<file path="src/rtl/register_file.sv">
// Sixteen-entry register file: one synchronous write port and two registered
// read ports with same-cycle write-to-read forwarding.
module register_file #(
    parameter int unsigned DATA_BITS = 8
) (
    input  logic                 clk,
    input  logic                 reset_n,
    input  logic                 wr_en,
    input  logic [3:0]           wr_addr,
    input  logic [DATA_BITS-1:0] wr_data,
    input  logic                 rd_en_a,
    input  logic [3:0]           rd_addr_a,
    output logic [DATA_BITS-1:0] rd_data_a,
    output logic                 rd_valid_a,
    input  logic                 rd_en_b,
    input  logic [3:0]           rd_addr_b,
    output logic [DATA_BITS-1:0] rd_data_b,
    output logic                 rd_valid_b
);

    localparam int unsigned NUM_REGS = 16;

    logic [DATA_BITS-1:0] regs [NUM_REGS];
    logic [DATA_BITS-1:0] rd_next_a_c;
    logic [DATA_BITS-1:0] rd_next_b_c;

    // Storage array; register 0 is an ordinary register.
    always_ff @(posedge clk or negedge reset_n) begin
        if (!reset_n) begin
            for (int i = 0; i < int'(NUM_REGS); i++) begin
                regs[i] <= '0;
            end
        end else if (wr_en) begin
            regs[wr_addr] <= wr_data;
        end
    end

    // Forward the in-flight write so a read in the same cycle never sees stale data.
    always_comb begin
        rd_next_a_c = regs[rd_addr_a];
        rd_next_b_c = regs[rd_addr_b];
        if (wr_en && (wr_addr == rd_addr_a)) begin
            rd_next_a_c = wr_data;
        end
        if (wr_en && (wr_addr == rd_addr_b)) begin
            rd_next_b_c = wr_data;
        end
    end

    always_ff @(posedge clk or negedge reset_n) begin
        if (!reset_n) begin
            rd_data_a  <= '0;
            rd_valid_a <= 1'b0;
            rd_data_b  <= '0;
            rd_valid_b <= 1'b0;
        end else begin
            rd_valid_a <= rd_en_a;
            rd_valid_b <= rd_en_b;
            if (rd_en_a) begin
                rd_data_a <= rd_next_a_c;
            end
            if (rd_en_b) begin
                rd_data_b <= rd_next_b_c;
            end
        end
    end

endmodule

</file>
<file path="config.mk">
export PLATFORM = sky130hd
export DESIGN_NAME = register_file
export DESIGN_NICKNAME = d
export VERILOG_FILES = /design/src/rtl/register_file.sv
export SDC_FILE = /design/constraint.sdc
export NUM_CORES = 1
export LEC_CHECK = 0
export ABC_AREA = 1
export CORE_MARGIN = 2
export CORE_UTILIZATION = 30
export CTS_CLUSTER_DIAMETER = 80
export DETAILED_ROUTE_END_ITERATION = 8
export REMOVE_ABC_BUFFERS = 1
export SLEW_MARGIN = 20
export SYNTH_ARGS = -nofsm -noshare
export SYNTH_HDL_FRONTEND = slang
export SYNTH_SLANG_ARGS = --single-unit
</file>
<file path="constraint.sdc">
create_clock -name clk -period 1.1 [get_ports clk]
set_clock_uncertainty 0.15 [all_clocks]
set_input_delay 0.275 -clock clk [delete_from_list [all_inputs] [get_ports clk]]
set_output_delay 0.275 -clock clk [all_outputs]
set_load 0.05 [all_outputs]
</file>
Word-level counts from Yosys, hierarchy flattened
Index checks and enable logic that the tools add are counted.

operators by class
  reduce and logical (&&, ||, !) cells = 3
  eq/ne operators = 2
  order comparisons = 4
  bitwise gates (word level) = 3
  mux-type cells = 11

operator list
  cell                                                         number
  bitwise mux 128 bit                                          1
  binary-select mux 8 bit (select 4 bit)                       2
  2-to-1 mux 8 bit                                             7
  demux 8 bit (select 4 bit)                                   1
  greater-or-equal comparator 5 bit (second input constant)    3
  inverter 4 -> 5 bit                                          3
  equality test 4 bit                                          2
  less-than comparator 5 x 1 -> 1 bit (second input constant)  1
  logical AND 1 bit                                            3

word-level totals
  flip-flop bits (word level) = 146
  bits of input ports = 25
  output and inout bits = 18
  logic and storage cells = 43

Longest topological paths before layout
  depth in word-level cells = 6
  depth in mapped cells = 11
  depth with buffers taken out = 9

Worst setup path before layout
No wires, ideal clock.

  path kind = input -> register
  start point = in wr_addr[3]
  end point = reg rd_data_a[5]
  stages on the path = 11
  library setup time = 0.118 ns
  path buffers = 2
  setup slack = -0.405 ns
  arrival = 1.238 ns
  cells stage by stage = buf_4 inv_2 nand2_1 o21ai_0 nor2_1 nand3_2 buf_2 nor2_1 nor2_1 nand2_1 nand2_1

on the way
  longest elaborated chain between the ends = 3

RTL lines
  element                 RTL line  RTL
  start: declaration      9         input logic [3:0] wr_addr,
  equality test 4 bit     42        if (wr_en && (wr_addr == rd_addr_a)) begin
  logical AND 1 bit       42
  2-to-1 mux 8 bit        42
  end signal: assignment  60        rd_data_a <= rd_next_a_c;
  end: declaration        13        output logic [DATA_BITS-1:0] rd_data_a,

Every way passes these cells.
A chain may end at the register's enable or synchronous reset.

Worst setup path after layout
  start point = reg rd_data_b[4]
  end point = out rd_data_b[4]

RTL lines
  element                   RTL line  RTL
  start: declaration        17        output logic [DATA_BITS-1:0] rd_data_b,
  start signal: assignment  63        rd_data_b <= rd_next_b_c;

No word-level cell between the ends.

==> results.toml <==
[outcome]
status = "finished with violations"
violations = "setup timing"

[floorplan]
dieArea_um2 = 29600
start_util_pct = 30.5
core_area_um2 = 27800
num_rows = 61
dieWidth_um = 172
die_y_um = 172
io_pins = 43

[finish]
layout.cells.non_filler = 1858
final_nets = 1492
drive_gt1_share_pct = 51.2
antenna_cells = 0
final_util_pct = 50.7
area_growth_pct = 66.4

[synth]
synth_seq_area_share_pct = 43.1
ys_ff_latch = 146
synth_area_um2 = 8470
syn_inst = 1255
async_flop_share_pct = 100
synth_flop_cell = "dfrtp_1"
yosysWarnings = 0
synth_area_per_cell_um2 = 6.75
yosysUniqueCellTypes = 19
synth_edf_count = 0

[drt]
top_layer = "met4"
routed_wl_um = 38000
wl_met2_um = 16800
ant_nets = 0
met1_length_um = 16200
first_pass_iters = 6
wire_per_inst_um = 20.4
routed-wl-met3_um = 3430
via_per_inst = 5.21
vias = 9687
drt_iter0_drc = 1135
drc = 0

[setup_path]
start_kind = "flop"
r2r-end = "rd_data_a[6]"
cp_slowest_cell = "dfrtp_1"
rr_startpoint = "regs[54]"
crit_fanout = 2
crit_arrival_ps = 1070
critPathCaptureType = "primary output"
crit_chain = "buf_12"
cpLargestDelayFamily = "flip-flops"
r2r_slack_ps = -300
reg2regPathDepth = 8
required_ps = 670
path_buf_inv = 1
path_class = "reg -> out"
crit_path_max_incr_delay_ps = 450

[pwr]
finalPower_mw = 21.0
power_density_nw_per_um2 = 1490
switching_share_pct = 37.6
cellLeakagePower_nw = 6.89
p_sw_mw = 7.87
peakVddDrop_uv = 1200
seqPwrFrac_pct = 34.7
p_int_mw = 13.1
comb_power_share_pct = 36.0
clockPowerShare_pct = 29.3

[sta]
grt_setup_unrepaired = "true"
slew_violations = 0
relSlewSlack_pct = 63.4
worst_pin_slew_ps = 548
fin_crit_ps = 1490
setup_tns_ps = -12010
finalWorstSetupSlack_ps = -394
holdWs_ps = 133
finalCritPeriodShare_pct = 136
fmax_mhz = 669
final-setup-viol-count = 102
hold_viol = 0

[clock_network]
clkLatencyLatePin_ps = 450
cts_sinks = 146
cts_tree = "yes"
htreeDepth = 4
clk_root_buffer_cell = "clkbuf_16"
clk_path_buf_depth = 2
cts_buffers = 17
clk_pin_slew_worst_paths_ps = 70

[flow_run]
drv_cap = 0

[global_routing]
grt_usage_pct = 24.1
gr-total-overflow = 0
antenna_found_initial = 0
grt_pass1_wl_um = 53000
first_global_vias = 8691
grt_max_degree = 41

[placement]
place_congestion = 0.947
port_buffers = 42
dp_cells = 1726
hpwl_um = 22700

[hold_path]
hold_path.class = "in -> async"
-- layer usage --
metal / vias to the layer above / GRT usage (%)
met2: 517 / 36.0
li1: 4409 / -
met5: - / 0
met1: 4655 / 35.5
met4: 0 / 8.29
met3: 106 / 3.48
-- how the worst max path moves through the flow --
stage                             from            to  slack (ps)  depth (start not counted)
final                     rd_data_b[4]  rd_data_b[4]        -390                          1
after global routing      rd_data_b[7]  rd_data_b[7]        -390                          1
after CTS                 rd_data_b[7]  rd_data_b[7]        -380                          1
after detailed placement  rd_addr_a[1]  rd_data_a[6]       -1100                          8
after global placement    rd_addr_a[1]  rd_data_a[6]       -1120                          8
after floorplan           rd_addr_b[0]  rd_data_b[0]       -1070                          8
-- layout make-up --
cell class	count	area [um2]
clock buffers	17	425
clock inverters	15	179
fillers	2539	13700
inverters	152	603
multi-input cells	876	5540
flip-flops and latches	146	3660
well taps	378	473
repair buffers	274	3210
-- cell families (layout without fill, tap and decap cells) --
kind of cell	count (synthesis)	in the layout	synth area share, %
buf+inv	233	458	11.2
simple gates	740	740	37.5
flops	146	146	43.1
compound gates	134	134	7.91
xor+xnor	2	2	0.207
-- through the flow --
| step | area (um2) | setup WS [ps] |
|---|---|---|
| after global placement | 10600 | -1120 |
| after detailed placement | 10600 | -1100 |
| final | 14100 | -394 |
| after global routing | 14100 | -391 |
| after floorplan | 8090 | -1070 |
| after CTS | 12500 | -383 |
-- layout by cell type, fill, tap and decap left out, types with 6 or more instances in the layout --
cell type        Yosys  layout
nor2_1              42      36
inv_8                0       7
buf_8                0       6
dfrtp_1            146     143
clkbuf_16            0      24
inv_1              148      48
buf_6                0      28
nand2_4              0      28
nand2_2              4      94
nand3_4              0      10
clkdlybuf4s50_1      0      10
buf_4                4     148
nand2_1            441     319
o21ai_1             27      65
inv_2                4      97
nand3_2              5     172
o21ai_2              0      33
inv_6                0       7
o21ai_0            107      34
nand3_1            242      65
buf_12               0      60
-- synthesized netlist by cell type, types with 4 or more instances --
master / number / share of area [%]
dfrtp_1: 146 / 43
nand3_1: 242 / 14
nand3_2: 5 / 0.59
o21ai_0: 107 / 6.3
o21ai_1: 27 / 1.6
nor3_4: 4 / 0.77
inv_2: 4 / 0.18
buf_4: 4 / 0.35
nand2_2: 4 / 0.30
nand2_1: 441 / 20
buf_2: 47 / 2.8
nor2_1: 42 / 1.9
clkbuf_1: 27 / 1.2
inv_1: 148 / 6.6
-- power groups by stage --
| stage | combinational, mW | sequential [mW] | clock (mW) |
|---|---|---|---|
| final | 7.55 | 7.27 | 6.14 |
| after detailed placement | 5.21 | 7.13 | 0 |
| after floorplan | 2.51 | 7.25 | 0 |
| after CTS | 6.06 | 7.11 | 6.17 |
| after global routing | 8.13 | 7.36 | 6.41 |
| after global placement | 5.16 | 7.09 | 0 |
-- state kept, by name, summed over array words and instances (netlist names) --
| signal | cells |
|---|---|
| rd_valid_a | 1 |
| rd_data_a | 8 |
| rd_data_b | 8 |
| rd_valid_b | 1 |
| regs | 128 |
-- repair_timing --
item	CTS	global route
buffers inserted	37	50
hold buffers	1	0
endpoints found under the setup margin	162	138
pin swaps	86	122
gates resized for setup	293	386
hold endpoints to repair	146	0
cloned	6	9
Power figures use the tool's default switching activity.
